**src/rtl/useq_ctl_if.sv**
```systemverilog
// Sequencer control-word fields in, control-store address and stack status out.
interface useq_ctl_if #(
    parameter int AW    = 8,
    parameter int DEPTH = 4
);
    localparam int SPW = $clog2(DEPTH + 1);

    logic          en;
    logic [2:0]    opc;
    logic [3:0]    cc;
    logic [1:0]    csel;
    logic          pol;
    logic [AW-1:0] dirb;
    logic [AW-1:0] diri;
    logic [AW-1:0] pc;
    logic [SPW-1:0] sp;
    logic          stk_full;
    logic          stk_err;
    logic          halted;

    modport master (
        output en, opc, cc, csel, pol, dirb, diri,
        input  pc, sp, stk_full, stk_err, halted
    );

    modport slave (
        input  en, opc, cc, csel, pol, dirb, diri,
        output pc, sp, stk_full, stk_err, halted
    );
endinterface

```
**src/rtl/useq_ctl.sv**
```systemverilog
// Microprogram sequencer: next-address select with return stack,
// loop counter, conditional branch, sticky stack-fault flag and halt.
module useq_ctl #(
    parameter int AW    = 8,
    parameter int DEPTH = 4
) (
    input  logic        ck,
    input  logic        rst,
    useq_ctl_if.slave   bus
);
    localparam int SPW = $clog2(DEPTH + 1);
    localparam int IW  = (DEPTH > 1) ? $clog2(DEPTH) : 1;
    localparam logic [SPW-1:0] SP_FULL = SPW'(DEPTH);

    typedef enum logic [2:0] {
        OP_CONT = 3'd0,
        OP_JMAP = 3'd1,
        OP_CJP  = 3'd2,
        OP_CJS  = 3'd3,
        OP_CRTN = 3'd4,
        OP_LDCT = 3'd5,
        OP_RPCT = 3'd6,
        OP_HALT = 3'd7
    } op_e;

    typedef enum logic {
        S_RUN  = 1'b0,
        S_HALT = 1'b1
    } st_e;

    st_e            st_q, st_d;
    logic [AW-1:0]  pc_q, pc_d;
    logic [SPW-1:0] sp_q, sp_d;
    logic [AW-1:0]  cnt_q, cnt_d;
    logic           err_q, err_d;
    logic [AW-1:0]  stk_q [DEPTH];

    op_e            op;
    logic           cond;
    logic           full;
    logic           empty;
    logic           adv;
    logic           push;
    logic [AW-1:0]  nxt;
    logic [AW-1:0]  top;

    assign op    = op_e'(bus.opc);
    assign cond  = bus.cc[bus.csel] ^ bus.pol;
    assign full  = (sp_q == SP_FULL);
    assign empty = (sp_q == '0);
    assign adv   = bus.en && (st_q == S_RUN);
    assign nxt   = pc_q + 1'b1;
    assign top   = stk_q[IW'(sp_q - 1'b1)];

    always_comb begin
        st_d  = st_q;
        pc_d  = pc_q;
        sp_d  = sp_q;
        cnt_d = cnt_q;
        err_d = err_q;
        push  = 1'b0;
        if (adv) begin
            pc_d = nxt;
            unique case (op)
                OP_CONT: ;
                OP_JMAP: pc_d = bus.diri;
                OP_CJP: begin
                    if (cond) pc_d = bus.dirb;
                end
                OP_CJS: begin
                    if (cond && !full) begin
                        push = 1'b1;
                        sp_d = sp_q + 1'b1;
                        pc_d = bus.dirb;
                    end else if (cond) begin
                        err_d = 1'b1;
                    end
                end
                OP_CRTN: begin
                    if (cond && !empty) begin
                        sp_d = sp_q - 1'b1;
                        pc_d = top;
                    end else if (cond) begin
                        err_d = 1'b1;
                    end
                end
                OP_LDCT: cnt_d = bus.dirb;
                OP_RPCT: begin
                    if (cnt_q != '0) begin
                        cnt_d = cnt_q - 1'b1;
                        pc_d  = bus.dirb;
                    end
                end
                OP_HALT: begin
                    pc_d = pc_q;
                    st_d = S_HALT;
                end
            endcase
        end
    end

    always_ff @(posedge ck or posedge rst) begin
        if (rst) begin
            st_q  <= S_RUN;
            pc_q  <= '0;
            sp_q  <= '0;
            cnt_q <= '0;
            err_q <= 1'b0;
        end else begin
            st_q  <= st_d;
            pc_q  <= pc_d;
            sp_q  <= sp_d;
            cnt_q <= cnt_d;
            err_q <= err_d;
        end
    end

    // Stack contents are don't-care after reset, so no reset branch.
    always_ff @(posedge ck) begin
        if (push) stk_q[IW'(sp_q)] <= nxt;
    end

    assign bus.pc       = pc_q;
    assign bus.sp       = sp_q;
    assign bus.stk_full = full;
    assign bus.stk_err  = err_q;
    assign bus.halted   = (st_q == S_HALT);
endmodule
```
**src/flat_wrapper.sv**
```systemverilog
// flat-port wrapper written by rule: the top's interface ports become plain ports
module useq_ctl_flat 
#(
    parameter int AW    = 8,
    parameter int DEPTH = 4
)
  (ck, rst, bus_en, bus_opc, bus_cc, bus_csel, bus_pol, bus_dirb, bus_diri, bus_pc, bus_sp, bus_stk_full, bus_stk_err, bus_halted);
  useq_ctl_if #(.AW(AW), .DEPTH(DEPTH)) bus_i ();
  input  logic ck;
  input  logic rst;
  input wire logic [$bits(bus_i.en)-1:0] bus_en;
  input wire logic [$bits(bus_i.opc)-1:0] bus_opc;
  input wire logic [$bits(bus_i.cc)-1:0] bus_cc;
  input wire logic [$bits(bus_i.csel)-1:0] bus_csel;
  input wire logic [$bits(bus_i.pol)-1:0] bus_pol;
  input wire logic [$bits(bus_i.dirb)-1:0] bus_dirb;
  input wire logic [$bits(bus_i.diri)-1:0] bus_diri;
  output wire logic [$bits(bus_i.pc)-1:0] bus_pc;
  output wire logic [$bits(bus_i.sp)-1:0] bus_sp;
  output wire logic [$bits(bus_i.stk_full)-1:0] bus_stk_full;
  output wire logic [$bits(bus_i.stk_err)-1:0] bus_stk_err;
  output wire logic [$bits(bus_i.halted)-1:0] bus_halted;
  assign bus_i.en = bus_en;
  assign bus_i.opc = bus_opc;
  assign bus_i.cc = bus_cc;
  assign bus_i.csel = bus_csel;
  assign bus_i.pol = bus_pol;
  assign bus_i.dirb = bus_dirb;
  assign bus_i.diri = bus_diri;
  assign bus_pc = bus_i.pc;
  assign bus_sp = bus_i.sp;
  assign bus_stk_full = bus_i.stk_full;
  assign bus_stk_err = bus_i.stk_err;
  assign bus_halted = bus_i.halted;
  useq_ctl #(.AW(AW), .DEPTH(DEPTH)) u_core (.ck(ck), .rst(rst), .bus(bus_i));
endmodule
```
**config.mk**
```make
export PLATFORM = sky130hd
export DESIGN_NAME = useq_ctl_flat
export DESIGN_NICKNAME = d
export VERILOG_FILES = /design/src/rtl/useq_ctl_if.sv /design/src/rtl/useq_ctl.sv /design/src/flat_wrapper.sv
export SDC_FILE = /design/constraint.sdc
export NUM_CORES = 1
export LEC_CHECK = 0
export BUFFER_PORTS_ARGS = -buffer_cell sky130_fd_sc_hd__buf_2
export CAP_MARGIN = 20
export CORE_MARGIN = 1
export CORE_UTILIZATION = 61
export DETAILED_ROUTE_END_ITERATION = 7
export PLACE_DENSITY = 0.88
export SYNTH_ARGS = -nofsm -noshare
export SYNTH_HDL_FRONTEND = slang
export SYNTH_SLANG_ARGS = --single-unit
```
**constraint.sdc**
```tcl
create_clock -name ck -period 4.7 [get_ports ck]
set_clock_uncertainty 0.05 [all_clocks]
set_input_delay 0.235 -clock ck [delete_from_list [all_inputs] [get_ports ck]]
set_output_delay 0.235 -clock ck [all_outputs]
set_load 0.02 [all_outputs]
```
Word level (Yosys, flattened, before mapping)
Memories as Yosys holds them, arrays and structs flattened.
Cells that the tools add are included.

word-level totals
  register bits after elaboration = 21
  RAM bits = 32
  input port bits = 29
  output and inout bits = 14
  logic and storage cells = 62
  memories kept = 1

memories
  memory        words  bits a word  read ports  clocked after memory_dff  write ports  line            RTL
  u_core.stk_q  4      8            1           0                         1            useq_ctl.sv:36  logic [AW-1:0] stk_q [DEPTH];

operators by class
  $add $sub $neg = 4
  $lt $le $gt $ge = 1
  equality and inequality tests = 13
  multiplexer cells = 21
  bitwise gates (word level) = 3
  reduce and logical (&&, ||, !) cells = 14

operators by type and width
  kind                                                        number
  case mux 8 bit (6 select lines)                             1
  2-to-1 mux 8 bit                                            5
  case mux 8 bit (2 select lines)                             1
  equality test 3 bit, second input constant                  5
  2-to-1 mux 1 bit                                            9
  adder 8 x 1 -> 8 bit, second input constant                 1
  AND reduction 4 bit                                         2
  nonzero test 8 bit                                          1
  subtractor 8 x 1 -> 8 bit, second input constant            1
  equality test 3 x 2 -> 1 bit, second input constant         2
  2-to-1 mux 3 bit                                            2
  inequality test 2 x 1 -> 1 bit, second input constant       3
  case mux 3 bit (2 select lines)                             1
  inequality test 2 bit, second input constant                2
  AND reduction 2 bit                                         2
  nonzero test 2 bit                                          2
  adder 3 x 1 -> 3 bit, second input constant                 1
  equality test 3 x 1 -> 1 bit, second input constant         1
  logical AND 1 bit                                           3
  logical NOT 3 bit                                           1
  less-than comparator 2 x 3 -> 1 bit, second input constant  1
  AND reduction 3 bit                                         1
  subtractor 3 x 1 -> 3 bit, second input constant            1
  binary-select mux 1 bit (select 2 bit)                      1
  other kinds (4)                                             6

Logic depth before layout (Yosys ltp)
Gate-level depths: netlist (run 1).

  depth after elaboration = 9
  depth in mapped cells = 9
  mapped depth without buffers = 8

Worst setup path before layout (run 1)
No wires, ideal clock.

  path kind = register -> register
  from = register u_core.sp_q[0] (netlist: u_core.bus.sp[0])
  to = register u_core.pc_q[5] (netlist: u_core.bus.pc[5])
  setup time = 0.119 ns
  data arrival time = 2.609 ns
  data required time = 4.531 ns
  slack = 1.922 ns
  stages on the path, launching flop included = 9
  path buffers = 2
  clock period less this slack = 2.778 ns
  path through = dfrtp_1 clkbuf_1 inv_1 ha_1 buf_1 mux4_2 a221oi_1 o211ai_1 o21a_1

on the way
  longest elaborated chain between the ends = 5
  elaborated cells on any way between the ends = 11
  classes of those cells = add/sub: 1; eq/ne: 1; mux: 3; reduce/logical: 5; memory: 1

RTL lines
  what                                                                        line             RTL
  start, declared                                                             useq_ctl.sv:33   logic [SPW-1:0] sp_q, sp_d;
  start signal, assigned                                                      useq_ctl.sv:112  sp_q <= sp_d;
  parallel branches: the longest is 4 deep, another holds memory (4 x 8 bit)  n/a
  case mux 8 bit (6 select lines) *                                           useq_ctl.sv:64   unique case (op)
  end signal, assigned                                                        useq_ctl.sv:111  pc_q <= pc_d;
  end, declared                                                               useq_ctl.sv:32   logic [AW-1:0] pc_q, pc_d;

Every way passes the cells marked *.
A chain may end at the register's enable or synchronous reset.

Final worst setup path (run 1)
  from = register u_core.sp_q[0] (netlist: u_core.bus.sp[0])
  to = register u_core.pc_q[6] (netlist: u_core.bus.pc[6])

The elaborated chain is that of the path after synthesis.

==> results of run 1 <==
## layout by cell type, fill, tap and decap left out, types with 3 or more instances in the layout
master     count
nand3b_1       3
nand2b_1       5
a21oi_1       22
o21ai_0       23
edfxtp_1      32
and3_1         3
mux4_2         9
inv_1          9
nand3_1        6
xor2_1         4
and2_1         8
o2bb2ai_1      3
buf_2         42
a221oi_2       3
nor2_1        22
a221o_1        3
nand2_1       18
xnor2_1        5
ha_1           7
nor3_1         4
dfrtp_1       21
clkbuf_8       5
## sequential cells by signal, indices dropped and copies added, names as in the netlist
| name | count |
|---|---|
| u_core.bus.halted | 1 |
| u_core.stk_q | 32 |
| u_core.bus.stk_err | 1 |
| u_core.bus.pc | 8 |
| u_core.bus.sp | 3 |
| u_core.cnt_q | 8 |
## power by group through the flow
stage                     clock (mW)  combinational [mW]  sequential (mW)
after floorplan                    0               0.422            0.781
after global placement             0               0.615            0.762
after detailed placement           0               0.642            0.767
after CTS                      0.259               0.645            0.757
after global routing           0.275               0.711            0.775
final                          0.259               0.646            0.759
## worst max-delay path by stage
stage | from | end | slack, ns | depth (start not counted)
6_report | u_core.bus.sp[0]$_DFFE_PP0P_ | u_core.bus.pc[6]$_DFFE_PP0P_ | 1.96 | 8
5_1_grt | u_core.bus.sp[0]$_DFFE_PP0P_ | u_core.bus.pc[5]$_DFFE_PP0P_ | 1.78 | 6
4_1_cts | u_core.bus.sp[0]$_DFFE_PP0P_ | u_core.bus.pc[6]$_DFFE_PP0P_ | 1.95 | 8
3_5_place_dp | u_core.bus.sp[0]$_DFFE_PP0P_ | u_core.bus.pc[6]$_DFFE_PP0P_ | 1.97 | 8
3_3_place_gp | u_core.bus.sp[0]$_DFFE_PP0P_ | u_core.bus.pc[6]$_DFFE_PP0P_ | 2.01 | 8
2_1_floorplan | u_core.bus.sp[0]$_DFFE_PP0P_ | u_core.bus.pc[5]$_DFFE_PP0P_ | 1.92 | 8
## layer usage
layer / vias to the layer above / GRT usage, %
met1: 1035 / 36.6
met2: 91 / 45.3
met5: - / 0
li1: 1018 / -
met3: 14 / 4.91
met4: 0 / 11.1
## per-stage QoR
stage / cell area (um^2) / total power [mW] / cells / hold slack, ns
CTS: 3160 / 1.66 / 341 / 0.0826
finish: 3160 / 1.66 / 341 / 0.0390
floorplan: 2840 / 1.20 / 250 / 0.162
global placement: 3070 / 1.38 / 333 / 0.405
detailed placement: 3070 / 1.41 / 333 / 0.412
global route: 3160 / 1.76 / 341 / 0.125
## cell type report
type	count	area, um^2	share of cell area (%)
inverter	9	33.8	1.07
tap	52	65.1	2.06
clock buffer	5	68.8	2.18
clock inverter	3	21.3	0.673
timing repair buffer	42	210	6.65
sequential	53	1490	47.0
multi-input combinational	177	1280	40.4
## worst max-delay path, delay by kind of cell, from the launching register on
family | cells | cell delay [ns]
AOI/OAI and AO/OA | 3 | 0.89
adders and majority gates | 1 | 0.31
DFF | 1 | 0.78
buffers and inverters | 1 | 0.19
and+or+nand+nor | 3 | 0.43
## logic make-up after synthesis
kind of cell             after synthesis
AND/OR/NAND/NOR                       80
AO/OA/AOI/OAI                         70
flip-flops                            53
buffers and inverters                 20
XOR/XNOR                              10
multiplexers                          10
adder cells (fa/ha/maj)                7
==> metrics, run 1 <==
distinct cell type count after synthesis=47; drt pass-1 iters=4; critical path's most frequent cell=nor2_1; global-route wire length before repair=a little over 10 mm; Initial Utilization=between 60 and 70%; Tmin final=between 2 and 3 ns; run status=finished, final reports clean; Metal-1 WL=between 2 and 3 mm; CTS H-tree lvls=2; Worst R2R End=u_core.bus.pc[6]$_DFFE_PP0P_; Post-DP HPWL=4.70 mm; Post-CTS Setup Inserts=0; Iteration-0 DRC Markers=approximately 170; routed len/inst=between 15 and 20 um; top-count cell post-synth=edfxtp_1; post-synthesis adder-cell area fraction=about 3.1%; Power Internal=~1 mW; GRT overflow=0; routed via count=between 2000 and 2500; register area share after synthesis=between 50% and 60%; # nets final=between 300 and 400; worst setup path class=flip-flop to flip-flop; Cells after Synth=250; clock root buffer=clkbuf_8; Area Growth Syn to Fin=11.4%; fin worst setup slack=1.96 ns; Routed WL=6.33 mm; #FFs+latches synth=between 50 and 60; # diodes=0; Top Metal Used=met4; DRC Markers=0; peak supply drop=just over 400 uV; Final TNS setup=0 ns; number of CTS-inserted buffers=5; Die X=roughly 70 um; Max Cap Viol=0; FFs w/ async S/R, synth=around two fifths; Tot GR Track Use=approximately 28%; combinational share of power=slightly below 40%; crit path cell chain=inv_1, ha_1, a31oi_1, nor2_1, o311ai_1, nand2_1, a21oi_1, nor2_1; area leader, netlist=edfxtp_1; crit end category=flip-flop; share of Yosys cell area claimed by the top area cell type=33.8%; met3 wire length=438 um; worst skew pair latency=around 0.3 ns; antenna violations before repair=0; Final Cycle Share=58.3%; Clock power frac=approximately 16%; Vias/cell=~6.3; critical path's largest stage delay=approximately 0.78 ns; R2R setup slack=1.96 ns; Compound-Gate Fraction of Synth Area=16.4%; Post-Syn Nets=286; mux cell area share after synthesis=7.49%; main combinational cell family by area after synthesis=compound AO/OA/AOI/OAI gates; Post-synth EDFFs=32; post-route ant nets=0; met2 wire len=3.21 mm; slowest stage cell, crit path=dfrtp_1; ranking of synthesized cells by area=edfxtp_1 34%, dfrtp_1 19%, mux4_2 7.1%; vias in the first global route=2107; Slew @ Worst Pin=0.865 ns; Most used DFF post-synth=edfxtp_1; post-synthesis cell area=0.00284 mm^2; Seq pwr share=between 40% and 50%; RSZ-0062 raised after global routing=false; Crit path required time=approximately 5 ns; share of post-route cells with drive strength above 1=about a quarter; die area=between 0.004 and 0.005 mm^2; switching power=0.660 mW; # IOs=between 40 and 50; startpoint types=flip-flop; worst slack at placement=slightly below 2 ns; CP Max Fanout=13; Fin. Hold Viols=0; PortBufs=42; Avg Cell Area, Syn=11.4 um^2; gp weighted congestion=~0.84; Slew HR=42.2%; Post-Synth XOR/XNOR Area=roughly 3.3%; Warnings, synthesis=0; Pins Over Slew Limit=0; reg-to-reg startpoint=u_core.bus.sp[0]$_DFFE_PP0P_; Commonest cells post-synth=32 x edfxtp_1, 23 x o21ai_0, 22 x a21oi_1, 22 x nor2_1, 21 x dfrtp_1; fin util=71.6%; CTS resizes=0; Max Buffers Root-to-Sink=2; Highest Clock Rate=0.365 GHz; die height=~70 um; number of cell rows=24; final setup vio count=0; largest net degree at the start of global routing=22; Core Box Area=around 0.0044 mm^2; CTS hold repair buffers=0; PwrDens=526 mW/mm^2; fillers=308; worst r2r path cells=8; Arrival @ worst endpoint=2.90 ns; Min-Delay Path Class=primary input to async pin; Pleak=between 1 and 1.5 nW; clk sinks=53; Sw Share=approximately two fifths; clock slew at reported path FFs=roughly 0.10 ns; post-synthesis simple-gate area fraction=14.7%; CTS tree=done
Power figures use the tool's default switching activity.
==> run 2, diff against run 1 <==
--- a/config.mk
+++ b/config.mk
@@ -8,9 +8,9 @@
 export BUFFER_PORTS_ARGS = -buffer_cell sky130_fd_sc_hd__buf_2
 export CAP_MARGIN = 20
 export CORE_MARGIN = 1
-export CORE_UTILIZATION = 61
+export CORE_UTILIZATION = 57
 export DETAILED_ROUTE_END_ITERATION = 7
-export PLACE_DENSITY = 0.88
+export PLACE_DENSITY = 0.83
 export SYNTH_ARGS = -nofsm -noshare
 export SYNTH_HDL_FRONTEND = slang
 export SYNTH_SLANG_ARGS = --single-unit
==> constraint.sdc (replaced) <==
create_clock -name ck -period 2.6 [get_ports ck]
set_clock_uncertainty 0.05 [all_clocks]
set_input_delay 0.13 -clock ck [delete_from_list [all_inputs] [get_ports ck]]
set_output_delay 0.13 -clock ck [all_outputs]
set_load 0.02 [all_outputs]
==> run 2 against run 1 <==
Net effect:
- clock power increased by 130%
- cell count up 5.3%
- register-to-register slack worse by 1.6 ns
- non-clock buffer count up 3
- combinational power is 90% higher
- sequential power increased by 75%
- global-route usage fell by 2.5 points
- critical endpoint is now u_core.cnt_q[3]$_DFFE_PP0P_
- largest power group unchanged
==> metrics, run 2 (synthesis results as in run 1) <==
run status=finished, final reports clean; Min-Delay Path Class=primary input to flip-flop; clock slew at reported path FFs=approximately 0.11 ns; DP Area=0.00311 mm^2; final std cells w/o fill=around 360; final setup vio count=0; Crit path required time=about 2.8 ns; fillers=367; drt pass-1 iters=5; share of post-route cells with drive strength above 1=between 20% and 30%; Pleak=1.25 nW; crit end category=flip-flop; Core Box Area=~0.0048 mm^2; Routed WL=just over 6 mm; Vias/cell=6.07; global-route wire length before repair=~10 mm; commonest non-fill, non-tap cell in the layout=buf_2; antenna violations before repair=0; worst setup path class=flip-flop to flip-flop; placed insts=350; Area Growth Syn to Fin=13.8%; peak supply drop=between 600 and 700 uV; largest net degree at the start of global routing=22; reg-to-reg startpoint=u_core.cnt_q[3]$_DFFE_PP0P_; Tmin final=about 2.2 ns; # IOs=43; Power Internal=1.93 mW; Final Cycle Share=85.1%; GRT overflow=0; number of cell rows=25; switching power=~1.2 mW; final hold slack=0.0126 ns; Worst R2R End=u_core.cnt_q[3]$_DFFE_PP0P_; Tot GR Track Use=around 25%; Sw Share=approximately two fifths; Clock power frac=18.7%; clk sinks=53; Final TNS setup=0 ns; fin util=around two thirds; Final Cell Area=approximately 0.0032 mm^2; worst slack at placement=slightly above 0.3 ns; worst r2r path cells=6; R2R setup slack=a little under 0.4 ns; Setup crit start=u_core.cnt_q[3]$_DFFE_PP0P_; DRC Markers=0; Biggest register=u_core.stk_q; Initial Utilization=59.7%; post-route ant nets=0; post-layout total power=3.15 mW; CTS resizes=0; most frequent cells in the layout=42 x buf_2, 32 x edfxtp_1, 23 x o21ai_0; RSZ-0062 raised after global routing=false; die height=72.6 um; Hold Path End=u_core.bus.halted$_DFFE_PP0P_; startpoint types=flip-flop; CP Max Fanout=15; PortBufs=42; Max Buffers Root-to-Sink=2; die area=between 0.005 and 0.006 mm^2; number of CTS-inserted buffers=5; routed via count=2178; Slew HR=44.7%; # diodes=0; # nets final=roughly 330; hold path cells=2; Post-DP HPWL=roughly 4.6 mm; Largest register FFs=32; gp weighted congestion=around 0.88; Worst Hold Launch=bus_en; Post-CTS Setup Inserts=0; Pins Over Slew Limit=0; vias in the first global route=roughly 2000; Arrival @ worst endpoint=approximately 2.4 ns; fin worst setup slack=0.388 ns; combinational share of power=between 30% and 40%; Slew @ Worst Pin=0.829 ns; CTS H-tree lvls=2; clock root buffer=clkbuf_8; Iteration-0 DRC Markers=229; worst skew pair latency=0.31 ns; Seq pwr share=42.2%; PwrDens=975 mW/mm^2; routed len/inst=~17 um; CTS tree=done; Die X=72.6 um; Highest Clock Rate=~0.45 GHz; Max Cap Viol=0; Fin. Hold Viols=0
==> run 2: how the worst max path moves through the flow <==
stage                                        end  depth (start not counted)  slack (ns)
floorplan           u_core.bus.pc[5]$_DFFE_PP0P_                          8        0.07
global placement    u_core.stk_q[0][4]$_DFFE_PP_                          6        0.36
detailed placement  u_core.stk_q[2][4]$_DFFE_PP_                          6        0.31
CTS                  u_core.cnt_q[3]$_DFFE_PP0P_                          6        0.36
global route         u_core.cnt_q[0]$_DFFE_PP0P_                          8        0.18
finish               u_core.cnt_q[3]$_DFFE_PP0P_                          6        0.39
==> run 2: final cells by class <==
cell class | instances | area, um^2 | share of cell area (%)
sequential | 53 | 1490 | 46.0
multi-input combinational | 177 | 1280 | 39.5
timing repair buffer | 45 | 235 | 7.28
tap | 67 | 83.8 | 2.59
clock buffer | 5 | 68.8 | 2.13
clock inverter | 3 | 47.5 | 1.47
inverter | 9 | 33.8 | 1.05
==> run 2: layer usage <==
metal / wire [um] / vias to the layer above / GRT usage [%]
met4: 58 / 0 / 5.88
met3: 492 / 8 / 4.70
met2: 2980 / 106 / 39.5
met5: 0 / - / 0
met1: 2670 / 1050 / 36.7
li1: - / 1014 / -
==> run 2: power by group through the flow <==
stage,sequential [mW],combinational [mW],clock (mW)
5_1_grt,1.35,1.35,0.626
3_3_place_gp,1.34,1.18,0
6_report,1.33,1.23,0.589
2_1_floorplan,1.41,0.766,0
3_5_place_dp,1.34,1.23,0
4_1_cts,1.33,1.23,0.596
==> run 2: critical path, cell delays in order (launching register included) <==
cell	delay, ns
dfrtp_1	0.46
or4_4	0.59
nor3_4	0.25
o21ai_0	0.12
nand3_1	0.35
a21oi_1	0.09
o22a_1	0.20
==> run 2: repair_timing <==
item	4_1_cts	5_1_grt
endpoints found under the hold margin	21	0
endpoints found under the setup margin	0	0
hold buffers	1	0
